<file path="src/rtl/usb4_ll_pkg.sv">
// Shared types and constants for the USB4 lane link controller:
// link states, config-space map and scrambler polynomial/seed.
package usb4_ll_pkg;

    typedef enum logic [1:0] {
        ST_DISABLED = 2'd0,
        ST_CLD      = 2'd1,
        ST_TRAINING = 2'd2,
        ST_CL0      = 2'd3
    } ll_state_e;

    typedef struct packed {
        logic      sbrx;
        logic      cl0;
        ll_state_e state;
    } status_t;

    localparam logic [7:0] ADDR_ID     = 8'h00;
    localparam logic [7:0] ADDR_CTRL   = 8'h04;
    localparam logic [7:0] ADDR_STATUS = 8'h08;

    localparam int          LFSR_W   = 23;
    // x^23+x^21+x^16+x^8+x^5+x^2+1 as taps on state bits 22,20,15,7,4,1
    localparam logic [22:0] SCR_TAPS = 23'h508092;
    localparam logic [22:0] SCR_SEED = 23'h1DBFBC;

    function automatic logic [22:0] lfsr_step(input logic [22:0] s);
        return {s[21:0], ^(s & SCR_TAPS)};
    endfunction

endpackage

</file>
<file path="src/rtl/usb4_lane_link_ctrl_if.sv">
// Config-space access bus between the host side and the link controller.
interface usb4_lane_link_ctrl_if;
    logic        c_read;
    logic        c_write;
    logic [7:0]  c_address;
    logic [31:0] c_data_in;
    logic [31:0] c_data_out;

    modport master (output c_read, c_write, c_address, c_data_in, input c_data_out);
    modport slave  (input c_read, c_write, c_address, c_data_in, output c_data_out);
endinterface

</file>
<file path="src/rtl/usb4_byte_scrambler.sv">
// Additive byte scrambler: 23-bit Fibonacci LFSR, 8 keystream bits per byte, LSB first.
module usb4_byte_scrambler
    import usb4_ll_pkg::*;
(
    input  logic       clk,
    input  logic       rst,
    input  logic       load,
    input  logic       advance,
    input  logic [7:0] din,
    output logic [7:0] dout
);
    logic [LFSR_W-1:0] lfsr, lfsr_adv;
    logic [7:0]        ks;

    always_comb begin
        lfsr_adv = lfsr;
        ks       = '0;
        for (int b = 0; b < 8; b++) begin
            ks[b]    = lfsr_adv[LFSR_W-1];
            lfsr_adv = lfsr_step(lfsr_adv);
        end
    end

    assign dout = din ^ ks;

    always_ff @(posedge clk) begin
        if (rst || load) lfsr <= SCR_SEED;
        else if (advance) lfsr <= lfsr_adv;
    end
endmodule

</file>
<file path="src/rtl/usb4_lane_link_ctrl.sv">
// Two-lane USB4 logical-layer core: sideband bring-up, lane training, CL0
// striping with scrambling, and a small config register file.
module usb4_lane_link_ctrl
    import usb4_ll_pkg::*;
#(
    parameter logic [7:0]  TS_BYTE     = 8'h4A,
    parameter int          TS_COUNT    = 16,
    parameter int          SB_DEBOUNCE = 8,
    parameter logic [31:0] DEV_ID      = 32'h5553_4234
) (
    input  logic                 local_clk,
    input  logic                 rst,
    input  logic                 lane_disable,
    usb4_lane_link_ctrl_if.slave cfg,
    input  logic [15:0]          transport_layer_data_in,
    output logic [15:0]          transport_layer_data_out,
    output logic                 transport_data_flag,
    input  logic [7:0]           lane_0_rx_i,
    input  logic [7:0]           lane_1_rx_i,
    input  logic                 enable_deser,
    input  logic                 sbrx,
    output logic                 sbtx,
    output logic [7:0]           lane_0_tx_o,
    output logic [7:0]           lane_1_tx_o,
    output logic                 enable_scr,
    output logic                 cl0_s
);
    localparam int NUM_LANES = 2;
    localparam int TW        = $clog2(TS_COUNT + 1);
    localparam int DW        = $clog2(SB_DEBOUNCE + 1);

    ll_state_e                    state, state_nxt;
    logic                         sw_disable, retrain, in_cl0, rx_take, scr_load;
    logic [DW-1:0]                sb_cnt;
    logic [NUM_LANES-1:0][7:0]    rx_lane, tx_plain, tx_scr, rx_descr, tx_lane;
    logic [NUM_LANES-1:0]         ts_done;
    logic [31:0]                  rdata;
    status_t                      st;
    logic                         cfg_unused;

    // Retrain is a decoded write strobe, so it never holds state and reads back 0.
    assign retrain    = cfg.c_write && (cfg.c_address == ADDR_CTRL) && cfg.c_data_in[1];
    assign cfg_unused = ^cfg.c_data_in[31:2];
    assign rx_lane    = {lane_1_rx_i, lane_0_rx_i};
    assign tx_plain   = transport_layer_data_in;
    assign in_cl0     = (state == ST_CL0);
    assign rx_take    = in_cl0 && enable_deser;
    assign scr_load   = (state == ST_TRAINING) && (state_nxt == ST_CL0);
    assign lane_0_tx_o = tx_lane[0];
    assign lane_1_tx_o = tx_lane[1];

    always_comb begin
        state_nxt = state;
        if (lane_disable || sw_disable) state_nxt = ST_DISABLED;
        else begin
            case (state)
                ST_DISABLED: state_nxt = ST_CLD;
                ST_CLD:      if (sbrx && sb_cnt == DW'(SB_DEBOUNCE - 1)) state_nxt = ST_TRAINING;
                ST_TRAINING: if (!sbrx) state_nxt = ST_CLD;
                             else if (&ts_done) state_nxt = ST_CL0;
                ST_CL0:      if (!sbrx) state_nxt = ST_CLD;
                             else if (retrain) state_nxt = ST_TRAINING;
                default:     state_nxt = ST_DISABLED;
            endcase
        end
    end

    always_ff @(posedge local_clk) begin
        if (rst) begin
            state      <= ST_DISABLED;
            sbtx       <= 1'b0;
            cl0_s      <= 1'b0;
            enable_scr <= 1'b0;
            sb_cnt     <= '0;
        end else begin
            state      <= state_nxt;
            sbtx       <= (state_nxt != ST_DISABLED);
            cl0_s      <= (state_nxt == ST_CL0);
            enable_scr <= (state_nxt == ST_CL0);
            if (state == ST_CLD && state_nxt == ST_CLD && sbrx) sb_cnt <= sb_cnt + 1'b1;
            else sb_cnt <= '0;
        end
    end

    for (genvar i = 0; i < NUM_LANES; i++) begin : g_lane
        logic [TW-1:0] cnt;
        logic [7:0]    tx_q;

        usb4_byte_scrambler u_tx (
            .clk(local_clk), .rst(rst), .load(scr_load), .advance(in_cl0),
            .din(tx_plain[i]), .dout(tx_scr[i])
        );
        usb4_byte_scrambler u_rx (
            .clk(local_clk), .rst(rst), .load(scr_load), .advance(rx_take),
            .din(rx_lane[i]), .dout(rx_descr[i])
        );

        assign ts_done[i] = (cnt == TW'(TS_COUNT));
        assign tx_lane[i] = tx_q;

        // Counters only live in TRAINING, which also clears them on a retrain.
        always_ff @(posedge local_clk) begin
            if (rst || state != ST_TRAINING) cnt <= '0;
            else if (enable_deser) begin
                if (rx_lane[i] != TS_BYTE) cnt <= '0;
                else if (!ts_done[i]) cnt <= cnt + 1'b1;
            end

            if (rst) tx_q <= '0;
            else begin
                case (state)
                    ST_TRAINING: tx_q <= TS_BYTE;
                    ST_CL0:      tx_q <= tx_scr[i];
                    default:     tx_q <= '0;
                endcase
            end
        end
    end

    always_ff @(posedge local_clk) begin
        if (rst) begin
            transport_layer_data_out <= '0;
            transport_data_flag      <= 1'b0;
        end else begin
            transport_data_flag <= rx_take;
            if (rx_take) transport_layer_data_out <= rx_descr;
        end
    end

    assign st = '{sbrx: sbrx, cl0: cl0_s, state: state};

    always_comb begin
        rdata = '0;
        case (cfg.c_address)
            ADDR_ID:     rdata = DEV_ID;
            ADDR_CTRL:   rdata = {31'b0, sw_disable};
            ADDR_STATUS: rdata = 32'(st);
            default:     rdata = '0;
        endcase
    end

    always_ff @(posedge local_clk) begin
        if (rst) begin
            sw_disable     <= 1'b0;
            cfg.c_data_out <= '0;
        end else begin
            if (cfg.c_read) cfg.c_data_out <= rdata;
            if (cfg.c_write && cfg.c_address == ADDR_CTRL) sw_disable <= cfg.c_data_in[0];
        end
    end
endmodule

</file>
<file path="src/flat_wrapper.sv">
// flat-port wrapper written by rule: the top's interface ports become plain ports
module usb4_lane_link_ctrl_flat import usb4_ll_pkg::*;
#(
    parameter logic [7:0]  TS_BYTE     = 8'h4A,
    parameter int          TS_COUNT    = 16,
    parameter int          SB_DEBOUNCE = 8,
    parameter logic [31:0] DEV_ID      = 32'h5553_4234
)
  (local_clk, rst, lane_disable, transport_layer_data_in, transport_layer_data_out, transport_data_flag, lane_0_rx_i, lane_1_rx_i, enable_deser, sbrx, sbtx, lane_0_tx_o, lane_1_tx_o, enable_scr, cl0_s, cfg_c_read, cfg_c_write, cfg_c_address, cfg_c_data_in, cfg_c_data_out);
  usb4_lane_link_ctrl_if cfg_i ();
  input  logic local_clk;
  input  logic rst;
  input  logic lane_disable;
  input  logic [15:0] transport_layer_data_in;
  output logic [15:0] transport_layer_data_out;
  output logic transport_data_flag;
  input  logic [7:0] lane_0_rx_i;
  input  logic [7:0] lane_1_rx_i;
  input  logic enable_deser;
  input  logic sbrx;
  output logic sbtx;
  output logic [7:0] lane_0_tx_o;
  output logic [7:0] lane_1_tx_o;
  output logic enable_scr;
  output logic cl0_s;
  input wire logic [$bits(cfg_i.c_read)-1:0] cfg_c_read;
  input wire logic [$bits(cfg_i.c_write)-1:0] cfg_c_write;
  input wire logic [$bits(cfg_i.c_address)-1:0] cfg_c_address;
  input wire logic [$bits(cfg_i.c_data_in)-1:0] cfg_c_data_in;
  output wire logic [$bits(cfg_i.c_data_out)-1:0] cfg_c_data_out;
  assign cfg_i.c_read = cfg_c_read;
  assign cfg_i.c_write = cfg_c_write;
  assign cfg_i.c_address = cfg_c_address;
  assign cfg_i.c_data_in = cfg_c_data_in;
  assign cfg_c_data_out = cfg_i.c_data_out;
  usb4_lane_link_ctrl #(.TS_BYTE(TS_BYTE), .TS_COUNT(TS_COUNT), .SB_DEBOUNCE(SB_DEBOUNCE), .DEV_ID(DEV_ID)) u_core (.local_clk(local_clk), .rst(rst), .lane_disable(lane_disable), .cfg(cfg_i), .transport_layer_data_in(transport_layer_data_in), .transport_layer_data_out(transport_layer_data_out), .transport_data_flag(transport_data_flag), .lane_0_rx_i(lane_0_rx_i), .lane_1_rx_i(lane_1_rx_i), .enable_deser(enable_deser), .sbrx(sbrx), .sbtx(sbtx), .lane_0_tx_o(lane_0_tx_o), .lane_1_tx_o(lane_1_tx_o), .enable_scr(enable_scr), .cl0_s(cl0_s));
endmodule
</file>
<file path="config.mk">
export PLATFORM = sky130hd
export DESIGN_NAME = usb4_lane_link_ctrl_flat
export DESIGN_NICKNAME = d
export VERILOG_FILES = /design/src/rtl/usb4_ll_pkg.sv /design/src/rtl/usb4_lane_link_ctrl_if.sv /design/src/rtl/usb4_byte_scrambler.sv /design/src/rtl/usb4_lane_link_ctrl.sv /design/src/flat_wrapper.sv
export SDC_FILE = /design/constraint.sdc
export NUM_CORES = 1
export LEC_CHECK = 0
export CAP_MARGIN = 0
export CORE_MARGIN = 8
export CORE_UTILIZATION = 40
export CTS_BUF_LIST = sky130_fd_sc_hd__clkbuf_16
export DETAILED_ROUTE_END_ITERATION = 8
export GPL_ROUTABILITY_DRIVEN = 0
export PLACE_DENSITY = 0.67
export RECOVER_POWER = 100
export SETUP_SLACK_MARGIN = 0.4
export SYNTH_ARGS = -nofsm -noshare
export SYNTH_HDL_FRONTEND = slang
export SYNTH_SLANG_ARGS = --single-unit
export TNS_END_PERCENT = 20
</file>
<file path="constraint.sdc">
create_clock -name local_clk -period 2.38 [get_ports local_clk]
set_clock_uncertainty 0.1 [all_clocks]
set_input_delay 0.476 -clock local_clk [delete_from_list [all_inputs] [get_ports local_clk]]
set_output_delay 0.476 -clock local_clk [all_outputs]
set_load 0.005 [all_outputs]
</file>
==> results of run 1 <==
[per-stage QoR]
| step | TNS, ps | area [um2] |
|---|---|---|
| 6_report | 0 | 9520 |
| 5_1_grt | 0 | 9520 |
| 4_1_cts | 0 | 9340 |
| 3_5_place_dp | -511 | 8570 |
| 3_3_place_gp | -556 | 8570 |
| 2_1_floorplan | 0 | 7270 |
[path summary, 6_finish.rpt]
kind	cells after the start	end	start	slack (ps)
setup / recovery	7	u_core.g_lane[1].u_tx.lfsr[5]$_SDFFE_PP1P_	lane_disable	180
hold / removal	1	u_core.sb_cnt[0]$_SDFF_PP0_	u_core.sb_cnt[0]$_SDFF_PP0_	360
setup reg to reg	7	u_core.g_lane[0].u_rx.lfsr[0]$_SDFFE_PP0P_	u_core.g_lane[0].u_rx.lfsr[15]$_SDFFE_PP1P_	200
hold reg to reg	1	u_core.sb_cnt[0]$_SDFF_PP0_	u_core.sb_cnt[0]$_SDFF_PP0_	360
[cells by family after synthesis]
family	after synthesis	share of synthesized area
DFF	149	0.415
buffers and inverters	80	0.0564
other	1	0.000522
AOI/OAI and AO/OA	88	0.0733
adders and majority gates	5	0.00871
muxes	1	0.00139
xor gates and xnor gates	174	0.257
and+or+nand+nor	305	0.188
[Yosys cell counts, drive strengths merged]
cell type,n,share of area
nor2,54,0.028
clkbuf,46,0.024
a21oi,41,0.029
or4b,1,0.0014
nor2b,2,0.0017
nand2,147,0.077
dfxtp,149,0.42
xnor3,16,0.051
and2,1,0.00087
xnor2,127,0.16
xor2,27,0.033
a2bb2oi,1,0.0012
and3,1,0.00087
nand2b,7,0.0061
or2,1,0.00087
o21ai,13,0.0091
ha,5,0.0087
conb,1,0.00052
mux2i,1,0.0014
a21o,1,0.0010
nor3,8,0.0056
nor4bb,2,0.0028
buf,28,0.029
nor4,1,0.00087
or4,2,0.0021
inv,6,0.0031
nor4b,2,0.0024
o211ai,16,0.017
nand4bb,1,0.0016
nand3,57,0.040
or3,10,0.0087
nand4,6,0.0052
nand3b,2,0.0021
xor3,4,0.014
a211oi,16,0.017
[registers in the layout, indices dropped and copies added (netlist names)]
name	count
u_core.g_lane.u_rx.lfsr	46
u_core.g_lane.u_tx.lfsr	46
u_core.transport_layer_data_out	16
u_core.g_lane.cnt	10
u_core.lane_0_tx_o	8
u_core.lane_1_tx_o	8
u_core.cfg.c_data_out	5
u_core.sb_cnt	4
u_core.state	2
u_core.enable_scr	1
u_core.sbtx	1
u_core.sw_disable	1
u_core.transport_data_flag	1
[cell usage in the layout (no fill, tap or decap), types with 4 or more instances in the layout]
master,synthesis,routed
nand2_1,147,146
dfxtp_1,149,118
xnor2_1,123,101
nand3_1,57,57
dlygate4sd3_1,0,54
nor2_1,54,53
clkdlybuf4s50_1,0,46
buf_4,28,41
a21oi_1,41,39
dfxtp_2,0,28
xor2_1,27,21
xnor2_2,4,20
clkbuf_16,0,17
o211ai_1,16,16
a211oi_1,16,16
conb_1,1,16
o21ai_0,13,13
xnor3_1,12,11
or3_1,10,9
clkbuf_1,46,9
nor3_1,8,8
nand2b_1,7,7
inv_1,6,6
nand4_1,6,6
xor2_2,0,6
xnor2_4,0,6
xnor3_2,4,5
ha_1,5,5
clkinvlp_4,0,5
buf_12,0,4
[cell type report]
class | count | area, um2 | area share
Multi-Input combinational cell | 590 | 4160 | 0.437
Inverter | 6 | 22.5 | 0.00237
Timing Repair Buffer | 156 | 1440 | 0.151
Sequential cell | 149 | 3030 | 0.318
Tap cell | 229 | 287 | 0.0301
Clock inverter | 15 | 155 | 0.0163
Clock buffer | 17 | 425 | 0.0447
[worst max-delay path, stage by stage]
cell	delay (ps)
dlygate4sd3_1	560
or4_1	490
nor3_1	150
clkbuf_1	270
nor2_4	160
clkbuf_2	230
o211ai_1	110
[what timing repair did]
| action | in CTS | in global routing |
|---|---|---|
| cloned | 1 | 0 |
| pin swaps | 21 | 14 |
| gates resized for setup | 32 | 44 |
| setup endpoints to repair | 56 | 54 |
| buffers inserted | 8 | 4 |
[per-layer routing]
| metal | vias to the layer above | part of all wire |
|---|---|---|
| met5 | - | 0 |
| met2 | 108 | 0.48 |
| li1 | 2835 | - |
| met4 | 0 | 0.013 |
| met1 | 2704 | 0.46 |
| met3 | 16 | 0.048 |
[power breakdown]
part / internal [mW] / switching (mW)
Combinational: 0.118 / 0.0971
Clock: 1.55 / 1.10
Sequential: 2.49 / 0.000926
==> key figures, run 1 <==
Synthesis
  – Register area share after synthesis: 0.415
  – Synthesis-stage register bit count: 149
  – Post-synthesis average cell area: 8.95 um2
  – Cell count after synthesis: 803
  – Warnings, synthesis: 0
  – Synth Cell Area: 7180 um2
  – Unique masters post-synth: 38

Floorplan
  – Starting Density: 0.404
  – Core area: 17800 um2
  – Die height: 150 um
  – Io pins: 147
  – DIE AREA: 22500 um2
  – FP Rows: 49
  – Chip width: 150 um

Timing
  – Hold Fails Final Rpt: 0
  – Period utilisation layout: 0.926
  – RSZ-0062 raised after global routing: true
  – F_max: 454 MHz
  – Final slew viol count: 0
  – Post-route setup slack: 177 ps
  – Min Tclk post-route: 2200 ps
  – Final setup violation count: 0
  – Hold slack final: 358 ps
  – Slew headroom: 0.560
  – Tightest Pin Transition: 661 ps

Power and ir drop
  – Leak: 3.95 nW
  – Pwr dens: 562 nW/um2
  – Tot Pwr: 5.35 mW
  – Peak supply drop: 0.429 mV

Placed design
  – I/O Buffers: 100
  – # placed instances: 1117
  – Placement Setup Slack: -97.4 ps
  – Final HPWL from detailed placement: 11.8 mm

Final layout
  – Area Overhead vs Synth: 32.4%
  – Layout Nets: 1004
  – Fin util: 0.535
  – Final std cells w/o fill: 1162
  – # diodes: 0
  – Fraction of layout cells with a size suffix above 1: 0.167
  – Fill cell count: 1621

Setup path
  – Startpoint Class: input port
  – Worst Path Class, Setup: in -> reg
  – WP data required: 2630 ps
  – Critical-path maximum fanout: 12
  – Crit path arrival time: 2450 ps
  – CP endpoint kind: flop

Job
  – Max-Cap Viols: 0

Global routing
  – GR Layer Usage met3: 0.0327
  – Total track usage: 0.152
  – Vias in the first global route: 5492
  – Global-route wire length before repair: 27.3 mm
  – M2 GR Usage: 0.244
  – Most Crowded Layer GR: met2
  – Largest net degree at the start of global routing: 60
  – Met1 Use GR: 0.197
  – Total gr overflow: 0
  – Initial antenna violation count: 0

Min path
  – Worst Hold Class: reg -> reg

Routing
  – Final WL: 17.3 mm
  – Final ANT Viol Nets: 0
  – Vias: 5663
  – DRC Markers: 0
  – DRT Pass-1 Iters: 4
  – Drt via density: 4.87
  – Wire per inst: 14.9 um
  – Initial DRC Count: 357

Clock network
  – Latest clock arrival within the worst-skew pair: 430 ps
  – Root Buffer: clkbuf_16
  – CTS buffer count: 17
  – Max clock buf depth: 2
  – Clock-pin transition on the worst setup and hold timing paths: 60 ps
  – H-tree levels: 4
  – CTS hold repair buffers: 0
  – TritonCTS clock tree: built
  – Clock sinks: 149

Status
  – Status: finished clean
(Power assumes the default switching activity.)
==> inputs of run 2 (changes only) <==
--- a/config.mk
+++ b/config.mk
@@ -8,7 +8,6 @@
 export CAP_MARGIN = 0
 export CORE_MARGIN = 8
 export CORE_UTILIZATION = 40
-export CTS_BUF_LIST = sky130_fd_sc_hd__clkbuf_16
 export DETAILED_ROUTE_END_ITERATION = 8
 export GPL_ROUTABILITY_DRIVEN = 0
 export PLACE_DENSITY = 0.67
==> key figures, run 2 (synthesis gave the netlist of run 1 again) <==
Status
  – Status: finished clean

Clock network
  – Latest clock arrival within the worst-skew pair: 430 ps (about the same)
  – CTS hold repair buffers: 0 (unchanged)
  – Clock-pin transition on the worst setup and hold timing paths: 60 ps (about the same)
  – TritonCTS clock tree: built
  – Root Buffer: clkbuf_16
  – Clock sinks: 149 (unchanged)
  – CTS buffer count: 17 (unchanged)
  – H-tree levels: 4 (unchanged)
  – Max clock buf depth: 2 (unchanged)

Final layout
  – Fraction of layout cells with a size suffix above 1: 0.179 (+0.0121)
  – Final std cells w/o fill: 1166 (+0.34%)
  – Layout Nets: 1008 (+0.40%)
  – # diodes: 0 (unchanged)
  – Biggest registers after layout: u_core.g_lane.u_rx.lfsr: 46 flops, u_core.g_lane.u_tx.lfsr: 46 flops, u_core.transport_layer_data_out: 16 flops
  – Commonest cells after routing, fill and taps aside: nand2_1, dfxtp_1, xnor2_1
  – Commonest non-fill, non-tap cell in the layout: nand2_1
  – Fin area: 9590 um2 (+0.78%)
  – Fin util: 0.539 (+0.00415)
  – Area Overhead vs Synth: 33.5%

Global routing
  – Total track usage: 0.152 (unchanged)
  – Initial antenna violation count: 0 (unchanged)
  – Largest net degree at the start of global routing: 60 (unchanged)
  – GR Layer Usage met3: 0.0318 (-0.000907)
  – Total gr overflow: 0 (unchanged)
  – Met1 Use GR: 0.197 (unchanged)
  – Vias in the first global route: 5501 (+0.16%)
  – Most Crowded Layer GR: met2
  – M2 GR Usage: 0.245 (+0.000676)
  – Global-route wire length before repair: 27.3 mm (+0.12%)

Timing
  – F_max: 453 MHz (-0.11%)
  – Hold slack final: 359 ps (+0.451 ps)
  – Period utilisation layout: 0.927 (+0.000984)
  – Hold Fails Final Rpt: 0 (unchanged)
  – Slew headroom: 0.563 (+0.00382)
  – RSZ-0062 raised after global routing: true
  – Final slew viol count: 0 (unchanged)
  – Min Tclk post-route: 2210 ps (+2.34 ps)
  – Tightest Pin Transition: 655 ps (-5.73 ps)
  – Final setup violation count: 0 (unchanged)
  – Setup TNS: 0 ps (unchanged)

Setup path
  – Startpoint Class: input port
  – Worst Path Class, Setup: in -> reg
  – Critical-path maximum fanout: 19 (+7)
  – CP endpoint kind: flop
  – Crit path arrival time: 2420 ps (-30 ps)
  – WP data required: 2590 ps (-40 ps)

Min path
  – Worst Hold Class: reg -> reg

Floorplan
  – Chip width: 150 um (unchanged)
  – Starting Density: 0.404 (unchanged)
  – DIE AREA: 22500 um2 (unchanged)
  – Die height: 150 um (unchanged)
  – Core area: 17800 um2 (unchanged)
  – FP Rows: 49 (unchanged)
  – Io pins: 147 (unchanged)

Placed design
  – # placed instances: 1117 (unchanged)
  – Dpl cell area: 8570 um2 (unchanged)
  – Final HPWL from detailed placement: 11.8 mm (unchanged)
  – I/O Buffers: 100 (unchanged)

Routing
  – DRC Markers: 0 (unchanged)
  – DRT Pass-1 Iters: 4 (unchanged)
  – Vias: 5651 (-0.21%)
  – Wire per inst: 14.8 um (-0.62%)
  – Final ANT Viol Nets: 0 (unchanged)
  – Drt via density: 4.85 (-0.55%)
  – Initial DRC Count: 347 (-2.8%)
  – Final WL: 17.3 mm (-0.28%)

Job
  – Max-Cap Viols: 0 (unchanged)

Power and ir drop
  – Pwr dens: 561 nW/um2 (-0.20%)
  – Peak supply drop: 0.428 mV (-0.14%)
  – Leak: 3.98 nW (+0.64%)
==> run 2: changes by cell type in the layout (fill, tap and decap cells not counted), sizes merged <==
| cell | delta |
|---|---|
| buf | +6 |
| clkbuf | -1 |
| clkdlybuf4s50 | +6 |
| clkinv | -1 |
| dlygate4sd3 | -6 |
==> run 2: path summary, 6_finish.rpt <==
path | to | cells after the start | slack, ps | from
hold reg to reg | u_core.sb_cnt[0]$_SDFF_PP0_ | 1 | 360 | u_core.sb_cnt[0]$_SDFF_PP0_
setup reg to reg | u_core.g_lane[0].u_rx.lfsr[2]$_SDFFE_PP1P_ | 6 | 260 | u_core.g_lane[0].u_rx.lfsr[12]$_SDFFE_PP1P_
setup / recovery | u_core.g_lane[1].u_tx.lfsr[6]$_SDFFE_PP0P_ | 7 | 170 | lane_disable
hold / removal | u_core.sb_cnt[0]$_SDFF_PP0_ | 1 | 360 | u_core.sb_cnt[0]$_SDFF_PP0_
==> run 2: routing by layer <==
layer	share of wire	up-vias
li1	-	2842
met1	0.46	2688
met2	0.48	108
met3	0.049	13
met4	0.012	0
met5	0	-
==> run 2: power breakdown <==
group	total, mW	leakage [nW]	internal (mW)	switching (mW)
Sequential	2.49	1.20	2.49	0.000934
Clock	2.67	0.275	1.58	1.10
Combinational	0.216	2.50	0.119	0.0964
Total	5.38	3.98	4.19	1.19
==> run 2: cell type report <==
type | count | area (um2)
multi-input cells | 590 | 4190
clock inverters | 14 | 151
inverters | 6 | 22.5
flip-flops and latches | 149 | 3030
fillers | 1602 | 8190
repair buffers | 160 | 1470
clock buffers | 18 | 439
well taps | 229 | 287
==> run 2: repair_timing <==
item | CTS | global route
cloned | 1 | 0
gates resized for setup | 30 | 49
pin swaps | 19 | 19
endpoints found under the setup margin | 56 | 56
setup buffers | 9 | 7
==> run 2: critical path: stages <==
cell and delay [ps]:
dlygate4sd3_1 560, or4_1 490, nor3_1 150, clkbuf_1 280, or2_2 210, buf_12 170, nor3_1 70
==> run 2: through the flow <==
stage | power (mW) | setup slack [ps]
after CTS | 5.43 | 264
after floorplan | 2.65 | 313
after global placement | 2.77 | -76.2
after global routing | 5.56 | 89.4
final | 5.38 | 175
after detailed placement | 2.77 | -97.4
